`config.mk`:
```
export PLATFORM = sky130hd
export DESIGN_NAME = argmax_scan
export DESIGN_NICKNAME = d
export VERILOG_FILES = /design/src/rtl/argmax_pkg.sv /design/src/rtl/argmax_cmp.sv /design/src/rtl/argmax_scan.sv
export SDC_FILE = /design/constraint.sdc
export NUM_CORES = 1
export LEC_CHECK = 0
export BUFFER_PORTS_ARGS = -buffer_cell sky130_fd_sc_hd__buf_2
export CAP_MARGIN = 5
export CORE_AREA = 8 8 91 93
export CTS_CLUSTER_DIAMETER = 100
export DETAILED_ROUTE_END_ITERATION = 7
export DIE_AREA = 0 0 99 101
export PLACE_DENSITY = 0.74
export SETUP_SLACK_MARGIN = 0.05
export SLEW_MARGIN = 0
export SYNTH_ARGS = -nofsm -noshare
export SYNTH_HDL_FRONTEND = slang
export SYNTH_SLANG_ARGS = --single-unit
export TNS_END_PERCENT = 100
```
`constraint.sdc`:
```
create_clock -name clk -period 2.65 [get_ports clk]
set_input_delay 0.53 -clock clk [delete_from_list [all_inputs] [get_ports clk]]
set_output_delay 0.53 -clock clk [all_outputs]
set_load 0.01 [all_outputs]
```
`src/rtl/argmax_pkg.sv`:
```
`default_nettype none
// ============================================================================
// Module  : argmax_pkg
// Purpose : Shared types and helpers for the argmax_scan block.
//           - state_t   : scan controller states
//           - score_lsb : bit offset of class i inside the packed score bus
// Revision: 1.0 - initial release
// ============================================================================
package argmax_pkg;

  typedef enum logic [1:0] {
    IDLE = 2'd0,
    SCAN = 2'd1,
    DONE = 2'd2
  } state_t;

  // Class i occupies scores[i*conf_w +: conf_w].
  function automatic int unsigned score_lsb(input int unsigned idx,
                                            input int unsigned conf_w);
    return idx * conf_w;
  endfunction

endpackage
`default_nettype wire

```
`src/rtl/argmax_cmp.sv`:
```
`default_nettype none
// ============================================================================
// Module  : argmax_cmp
// Purpose : Combinational unsigned magnitude comparator.
// Ports   : a, b  in  CONF_W  operands (unsigned)
//           gt    out 1       a > b
//           eq    out 1       a == b
// Revision: 1.0 - initial release
// ============================================================================
module argmax_cmp #(
  parameter int CONF_W = 4
) (
  input  logic [CONF_W-1:0] a,
  input  logic [CONF_W-1:0] b,
  output logic              gt,
  output logic              eq
);

  assign gt = (a > b);
  assign eq = (a == b);

endmodule
`default_nettype wire

```
`src/rtl/argmax_scan.sv`:
```
`default_nettype none
// ============================================================================
// Module  : argmax_scan
// Purpose : Snapshots NUM_CLASSES unsigned confidence scores on start, scans
//           one class per cycle and reports the index/value of the maximum
//           (lowest index wins on ties) with a busy/done handshake.
// Ports   : clk        in  1                    system clock
//           rst        in  1                    async active-high reset
//           start      in  1                    pulse: scores valid, scan
//           scores     in  NUM_CLASSES*CONF_W   class i at [i*CONF_W +: CONF_W]
//           busy       out 1                    high while scanning
//           done       out 1                    one-cycle result pulse
//           class_idx  out IDX_W                index of maximum
//           class_conf out CONF_W               maximum value
//           margin     out CONF_W               best - second best
//           low_conf   out 1                    margin < MARGIN_THRESH
// Macro   : ARGMAX_MARGIN_EN - builds the second-best tracker; when
//           undefined margin and low_conf are tied to 0.
// Revision: 1.0 - initial release
// ============================================================================
module argmax_scan
  import argmax_pkg::*;
#(
  parameter int NUM_CLASSES   = 10,
  parameter int CONF_W        = 4,
  parameter int IDX_W         = $clog2(NUM_CLASSES),
  parameter int MARGIN_THRESH = 1
) (
  input  logic                          clk,
  input  logic                          rst,
  input  logic                          start,
  input  logic [NUM_CLASSES*CONF_W-1:0] scores,
  output logic                          busy,
  output logic                          done,
  output logic [IDX_W-1:0]              class_idx,
  output logic [CONF_W-1:0]             class_conf,
  output logic [CONF_W-1:0]             margin,
  output logic                          low_conf
);

  localparam logic [IDX_W-1:0] c_LAST_IDX = IDX_W'(NUM_CLASSES - 1);

  state_t             r_state;
  state_t             w_state_nxt;
  logic [CONF_W-1:0]  r_snap [NUM_CLASSES];
  logic [CONF_W-1:0]  w_slice [NUM_CLASSES];
  logic [IDX_W-1:0]   r_idx;
  logic [CONF_W-1:0]  r_best;
  logic [IDX_W-1:0]   r_best_idx;
  logic [CONF_W-1:0]  w_score;
  logic               w_last;
  logic               w_best_gt;
  logic               w_best_eq;
  logic               w_take_best;
  logic [CONF_W-1:0]  w_best_nxt;
  logic [IDX_W-1:0]   w_best_idx_nxt;

  // Unpack the score bus into per-class slices.
  for (genvar g = 0; g < NUM_CLASSES; g++) begin : g_slice
    assign w_slice[g] = scores[score_lsb(g, CONF_W) +: CONF_W];
  end

  assign w_score = r_snap[r_idx];
  assign w_last  = (r_idx == c_LAST_IDX);
  assign busy    = (r_state == SCAN);
  assign done    = (r_state == DONE);

  argmax_cmp #(.CONF_W(CONF_W)) u_cmp_best (
    .a  (w_score),
    .b  (r_best),
    .gt (w_best_gt),
    .eq (w_best_eq)
  );

  // Only a strictly greater score displaces the incumbent, so the earliest
  // index holding the maximum survives.
  assign w_take_best    = w_best_gt & ~w_best_eq;
  assign w_best_nxt     = w_take_best ? w_score : r_best;
  assign w_best_idx_nxt = w_take_best ? r_idx   : r_best_idx;

`ifdef ARGMAX_MARGIN_EN
  localparam logic [CONF_W-1:0] c_THRESH = CONF_W'(MARGIN_THRESH);

  logic [CONF_W-1:0] r_second;
  logic [CONF_W-1:0] w_second_nxt;
  logic [CONF_W-1:0] w_margin_nxt;
  logic              w_sec_gt;
  logic              w_sec_eq;

  argmax_cmp #(.CONF_W(CONF_W)) u_cmp_second (
    .a  (w_score),
    .b  (r_second),
    .gt (w_sec_gt),
    .eq (w_sec_eq)
  );

  // A new best demotes the old best; otherwise a score tying the best still
  // lands in second, which is what drives the margin to 0 on ties.
  assign w_second_nxt = w_take_best            ? r_best  :
                        (w_sec_gt & ~w_sec_eq) ? w_score : r_second;
  assign w_margin_nxt = w_best_nxt - w_second_nxt;
`else
  assign margin   = '0;
  assign low_conf = 1'b0;
`endif

  always_comb begin
    w_state_nxt = r_state;
    case (r_state)
      IDLE:    if (start) w_state_nxt = SCAN;
      SCAN:    if (start) w_state_nxt = SCAN;
               else if (w_last) w_state_nxt = DONE;
      DONE:    w_state_nxt = start ? SCAN : IDLE;
      default: w_state_nxt = IDLE;
    endcase
  end

  always_ff @(posedge clk or posedge rst) begin
    if (rst) r_state <= IDLE;
    else     r_state <= w_state_nxt;
  end

  // start has priority in every state: it re-snapshots and restarts, which
  // also suppresses the result of a scan still in flight.
  always_ff @(posedge clk or posedge rst) begin
    if (rst) begin
      r_snap     <= '{default: '0};
      r_idx      <= '0;
      r_best     <= '0;
      r_best_idx <= '0;
      class_idx  <= '0;
      class_conf <= '0;
`ifdef ARGMAX_MARGIN_EN
      r_second   <= '0;
      margin     <= '0;
      low_conf   <= 1'b0;
`endif
    end else if (start) begin
      r_snap     <= w_slice;
      r_idx      <= '0;
      r_best     <= '0;
      r_best_idx <= '0;
`ifdef ARGMAX_MARGIN_EN
      r_second   <= '0;
`endif
    end else if (r_state == SCAN) begin
      r_best     <= w_best_nxt;
      r_best_idx <= w_best_idx_nxt;
      r_idx      <= w_last ? r_idx : r_idx + IDX_W'(1);
`ifdef ARGMAX_MARGIN_EN
      r_second   <= w_second_nxt;
`endif
      // Publish on the final comparison edge so results are valid exactly
      // in the DONE cycle and never expose partial scan values.
      if (w_last) begin
        class_idx  <= w_best_idx_nxt;
        class_conf <= w_best_nxt;
`ifdef ARGMAX_MARGIN_EN
        margin     <= w_margin_nxt;
        low_conf   <= (w_margin_nxt < c_THRESH);
`endif
      end
    end
  end

endmodule
`default_nettype wire
```
# ---- Word-level counts from Yosys, hierarchy flattened
# Index checks and enable logic that the tools add are counted.
dict set report word_totals {
  ff_bits 62
  input_bits 43
}
dict set report op_classes {
  reduce_logical 5
  addsub 1
  order_cmp 2
  muxes 17
  n_eq_ne 7
  bitwise 4
}
# operator n
set op_table {}
lappend op_table {{two-way mux 4 bit} 11}
lappend op_table {{binary-select mux 4 bit (select 4 bit)} 1}
lappend op_table {{two-way mux 2 bit} 3}
lappend op_table {{case mux 2 bit (3 select lines)} 1}
lappend op_table {{>= comparator 5 bit (second input constant)} 1}
lappend op_table {{inverter 4 -> 5 bit} 1}
lappend op_table {{adder 4 x 1 -> 4 bit (second input constant)} 1}
lappend op_table {{equality test 4 bit} 1}
lappend op_table {{equality test 4 bit (second input constant)} 1}
lappend op_table {{greater-than comparator 4 bit} 1}
lappend op_table {{!= test 2 bit (second input constant)} 2}
lappend op_table {{AND reduction 2 bit} 2}
lappend op_table {{!= test 3 x 2 -> 1 bit (second input constant)} 1}
lappend op_table {{AND reduction 3 bit} 1}
lappend op_table {{equality test 2 x 1 -> 1 bit (second input constant)} 1}
lappend op_table {{equality test 2 bit (second input constant)} 1}
lappend op_table {{zero test 2 bit} 1}
lappend op_table {{inverter 1 bit} 2}
lappend op_table {{nonzero test 2 bit} 1}
lappend op_table {{bitwise AND 1 bit} 1}
lappend op_table {{two-way mux 1 bit} 1}

# ---- Longest topological paths before layout
dict set report depth {
  word_depth 10
  ltp_mapped 12
  depth_no_buf 10
}

# ---- Modules after synthesis
# From an unflattened synthesis, not the netlist that was laid out.
dict set report unflattened {
  cells_unflattened 239
  area_unflattened_um2 3072.9
}
# mod cells_each seq_area_each_um2 area_per_inst_um2 n_inst
set modules_own_cells {}
lappend modules_own_cells {argmax_scan 226 1551.5 2964.1 1}
lappend modules_own_cells {argmax_cmp 13 0.0 108.9 1}

# ---- Worst setup path after synthesis
# No wires, ideal clock.
dict set report synth_path {
  path_type {register to register}
  start {register r_idx[0]}
  end {register r_best[1]}
  required_ns 2.518
  arrival_time_ns 2.578
  path_slack_ns -0.060
  setup_ns 0.132
  stages_incl_launch_ff 10
  path_cell_list {dfrtp_1 -> buf_6 -> mux4_2 -> o22ai_1 -> o21ai_1 -> ha_1 -> and4_2 -> a211oi_4 -> mux2i_1 -> nor2_1}
}
dict set report synth_between {
  elab_chain_len 10
}
# element line
set synth_lines {}
lappend synth_lines {{start, declared} argmax_scan.sv:47} ;# logic [IDX_W-1:0] r_idx;
lappend synth_lines {{start signal, assigned} argmax_scan.sv:149} ;# r_idx <= w_last ? r_idx : r_idx + IDX_W'(1);
lappend synth_lines {{inverter 4 -> 5 bit (implied by the code) (*)} argmax_scan.sv:63} ;# assign w_score = r_snap[r_idx];
lappend synth_lines {{binary-select mux 4 bit (select 4 bit) (*)} argmax_scan.sv:63}
lappend synth_lines {{two-way mux 4 bit (implied by the code) (*) (2 in series)} argmax_scan.sv:63}
lappend synth_lines {{parallel branches: the longest is 3 deep, another holds greater-than comparator 4 bit} --}
lappend synth_lines {{two-way mux 4 bit (*)} argmax_scan.sv:78} ;# assign w_best_nxt = w_take_best ? w_score : r_best;
lappend synth_lines {{two-way mux 4 bit (*)} argmax_scan.sv:146} ;# end else if (r_state == SCAN) begin
lappend synth_lines {{two-way mux 4 bit (*)} argmax_scan.sv:138} ;# end else if (start) begin
lappend synth_lines {{end signal, assigned} argmax_scan.sv:147} ;# r_best <= w_best_nxt;
lappend synth_lines {{end, declared} argmax_scan.sv:48} ;# logic [CONF_W-1:0] r_best;
# Every way passes the cells marked *. The select of a mux whose other input is x is not followed.
# A chain may end at the register's enable or synchronous reset.

# ---- Worst setup path in the final report
dict set report layout_path {
  start {register r_idx[0]}
  end {register r_best[2]}
}
# The elaborated chain is that of the path after synthesis.

==> results.md <==
* Outcome: complete, but fails checks
* Failing checks: negative setup slack
* Reg clk slew, reported paths at 0.06 ns
* Area growth syn-to-layout at 21.67%
* Area of the core at 6943 sq um
* Primary FF master, synth: dfrtp_1
* TritonCTS clock tree: done
* Setup ws final at -0.02569 ns
* Register area share after synthesis at 0.5197
* GRT overflow at 0
* Relative slew margins at 0.5548
* Total GRT Usage at 0.1315
* Multiplexer share of the synthesized area at 0.2594
* Total of max-cap violations at 0
* Layout cells sized above 1 at 0.5167
* Vias in the first global route at 2151
* Lkg Pwr at 1.651 nW
* Crit Path Category: flip-flop to flip-flop
* Worst vdd ir at 0.0004168 V
* Top post-synthesis cells by count: 62 x dfrtp_1, 47 x mux2_2, 15 x nor2_1
* Post-Synth Simple-Gate Area at 0.05742
* PwrDens at 789.1 nW/um^2
* Unique cell type count in the Yosys netlist at 40
* Chip width at 99 um
* XOR/XNOR Fraction of Synth Area at 0.008801
* Count leader, synth: dfrtp_1
* Routed WL at between 6 and 7 mm
* Total Power at roughly 0.0029 W
* Adder-Cell Fraction of Synth Area at 0.02515
* DP Cell Count at 365
* Final net count at 346
* Worst setup SP type: flip-flop
* Post-DRT Antenna Nets at 0
* Cells after synthesis at 231
* Worst Setup End Kind: flip-flop
* Tmin final at 2.676 ns
* Top-area cell type share of the netlist area at 0.5197
* Hpwl dp at 4.612 mm
* Port Buffer Count at 52
* Row count at 31
* Post-synthesis register bit count at 62
* Mean routed wirelength per cell at 16.14 um
* Largest area contributor in the netlist: dfrtp_1
* Main combinational cell family by area after synthesis: multiplexers
* Final hold viol count at 0
* Wire length of the first global-routing pass at 10.29 mm
* Non-filler cells, final at between 300 and 400
* CTS root buffer: clkbuf_8
* CP required at 2.87 ns
* Htree depth at 3
* Class of the worst hold path: primary input to async pin
* DR pass1 iterations at 5
* Post-route cell area at 3632 sq um
* RD Place Congestion at 0.8526
* Ports at just under 60
* Antenna diodes at 0
* Clock insertion delay at the later pin of the skew report at approximately 0.33 ns
* Fmax at roughly 370 MHz
* RSZ-0062 raised after global routing: yes
* Share of the clock period used by the worst path at 1.010
* # hold bufs at CTS at 0
* Ys async rst share at 1.000
* Actual slew at the worst max-slew pin at 0.6669 ns
* Largest net degree at the start of global routing at 33
* Post-synth EDFFs at 0
* Worst-path maximum fanout at 6
* Slew Limit Fails at 0
* DIE AREA at 9999 sq um
* Ys Warns at 0
* Compound-gate portion of the synthesized area at 0.07754
* Syn avg cell area at 12.92 sq um
* DRC at 0
* Clock sinks at 62
* Ranking of synthesized cells by area: dfrtp_1 52%, mux2_2 18%, mux2i_1 4.7%
* Area post-placement at 3386 sq um
* Clk_skew at 0.007837 ns
* Clock buffer depth at 2
* Vias per cell at 5.288
* CTS buffer count at 9
* Initial antenna violation count at 0
* Crit path DAT at 2.90 ns
* DR vias at approximately 2000
* Starting Density at 0.4300
* Initial drt markers at 78
* Mapped Area at 2985 sq um
* Die Ht at 101 um
* Setup Viol. Count Final at 2
[cell families (layout without fill, tap and decap cells)]
group | Yosys count | in the layout
adder cells (fa/ha/maj) | 6 | 6
multiplexers | 66 | 66
buffers and inverters | 26 | 91
AO/OA/AOI/OAI | 32 | 32
XOR/XNOR | 3 | 3
AND/OR/NAND/NOR | 35 | 35
other | 1 | 5
flip-flops | 62 | 62
[layout make-up]
| cell class | count | area, sq um |
|---|---|---|
| Sequential cell | 62 | 1553 |
| Inverter | 7 | 26.28 |
| Fill cell | 608 | 3311 |
| Tap cell | 82 | 102.6 |
| Clock buffer | 12 | 145.1 |
| Clock inverter | 2 | 10.01 |
| Multi-Input combinational cell | 147 | 1353 |
| Timing Repair Buffer | 70 | 442.9 |
[metal layers]
| layer | GRT usage | share of wire | vias up |
|---|---|---|---|
| li1 | - | - | 945 |
| met1 | 0.1608 | 0.44 | 1006 |
| met2 | 0.2100 | 0.50 | 55 |
| met3 | 0.03384 | 0.046 | 14 |
| met4 | 0.06730 | 0.019 | 0 |
| met5 | 0 | 0 | - |
[timing repair]
item | 4_1_cts | 5_1_grt
setup buffers | 0 | 1
endpoints found under the setup margin | 13 | 16
gates cloned | 1 | 1
pin swaps | 0 | 5
gates resized for setup | 3 | 12
[report_power, final]
part           internal [W]  switching, W  leakage (nW)  total (W)
combinational      0.000578      0.000471         0.825    0.00105
sequential          0.00107     0.0000774         0.744    0.00114
clock              0.000351      0.000321        0.0821   0.000672
[worst paths after layout]
kind / cells after the start / start / endpoint / slack [ns]
max reg2reg: 10 / r_idx[0]$_DFFE_PP0P_ / r_best[2]$_DFFE_PP0P_ / -0.03
min reg2reg: 1 / r_state[1]$_DFFE_PP0P_ / r_state[0]$_DFFE_PP0P_ / 0.46
min in group clk: 2 / scores[25] / r_snap[13]$_DFFE_PP0P_ / 0.42
max in group asynchronous: 3 / rst / r_snap[8]$_DFFE_PP0P_ / 1.76
min: 2 / rst / r_snap[22]$_DFFE_PP0P_ / 0.29
max: 10 / r_idx[0]$_DFFE_PP0P_ / r_best[2]$_DFFE_PP0P_ / -0.03
[state kept, by name, summed over array words and instances (netlist names)]
| signal | flops |
|---|---|
| r_idx | 4 |
| class_conf | 4 |
| r_best_idx | 4 |
| r_state | 2 |
| class_idx | 4 |
| r_best | 4 |
| r_snap | 40 |
[critical path: stages (launching register included)]
cell and delay (ns):
dfrtp_2 0.46, mux4_2 0.53, o22ai_2 0.17, o21ai_2 0.08
ha_1 0.30, nor2b_4 0.16, o211ai_4 0.10, a211oi_4 0.32
clkbuf_16 0.21, mux2i_1 0.17, nor2_1 0.06
[metrics by stage]
stage | worst slack [ns] | hold WS (ns) | util | TNS [ns]
2_1_floorplan | -0.03337 | 0.4236 | - | -0.2527
3_3_place_gp | -0.04245 | 0.4466 | 0.4877 | -0.1724
3_5_place_dp | -0.04478 | 0.4400 | 0.4877 | -0.3484
4_1_cts | 0.01669 | 0.2991 | 0.5129 | 0
5_1_grt | -0.1504 | 0.3525 | 0.5232 | -1.139
6_report | -0.02569 | 0.2948 | 0.5232 | -0.05106
[layout by cell type (no fill, tap or decap), drive strengths merged]
cell / synthesis / final
nor2: 15 / 15
a31oi: 4 / 4
mux2i: 14 / 14
a211oi: 3 / 3
mux4: 4 / 4
ha: 6 / 6
nor3b: 1 / 1
inv: 7 / 7
nand2: 9 / 9
o21ai: 3 / 3
nand2b: 3 / 3
a311oi: 1 / 1
clkbuf: 1 / 13
a21oi: 8 / 8
dfrtp: 62 / 62
nand3b: 1 / 1
clkinv: 0 / 2
mux2: 48 / 48
conb: 1 / 5
and4: 1 / 1
buf: 18 / 69
a31o: 3 / 3
nor3: 1 / 1
o22ai: 9 / 9
and2: 1 / 1
nand4: 1 / 1
o211ai: 1 / 1
xor2: 2 / 2
xnor2: 1 / 1
nor2b: 2 / 2
Note: power is estimated with default switching activity, not from simulation.
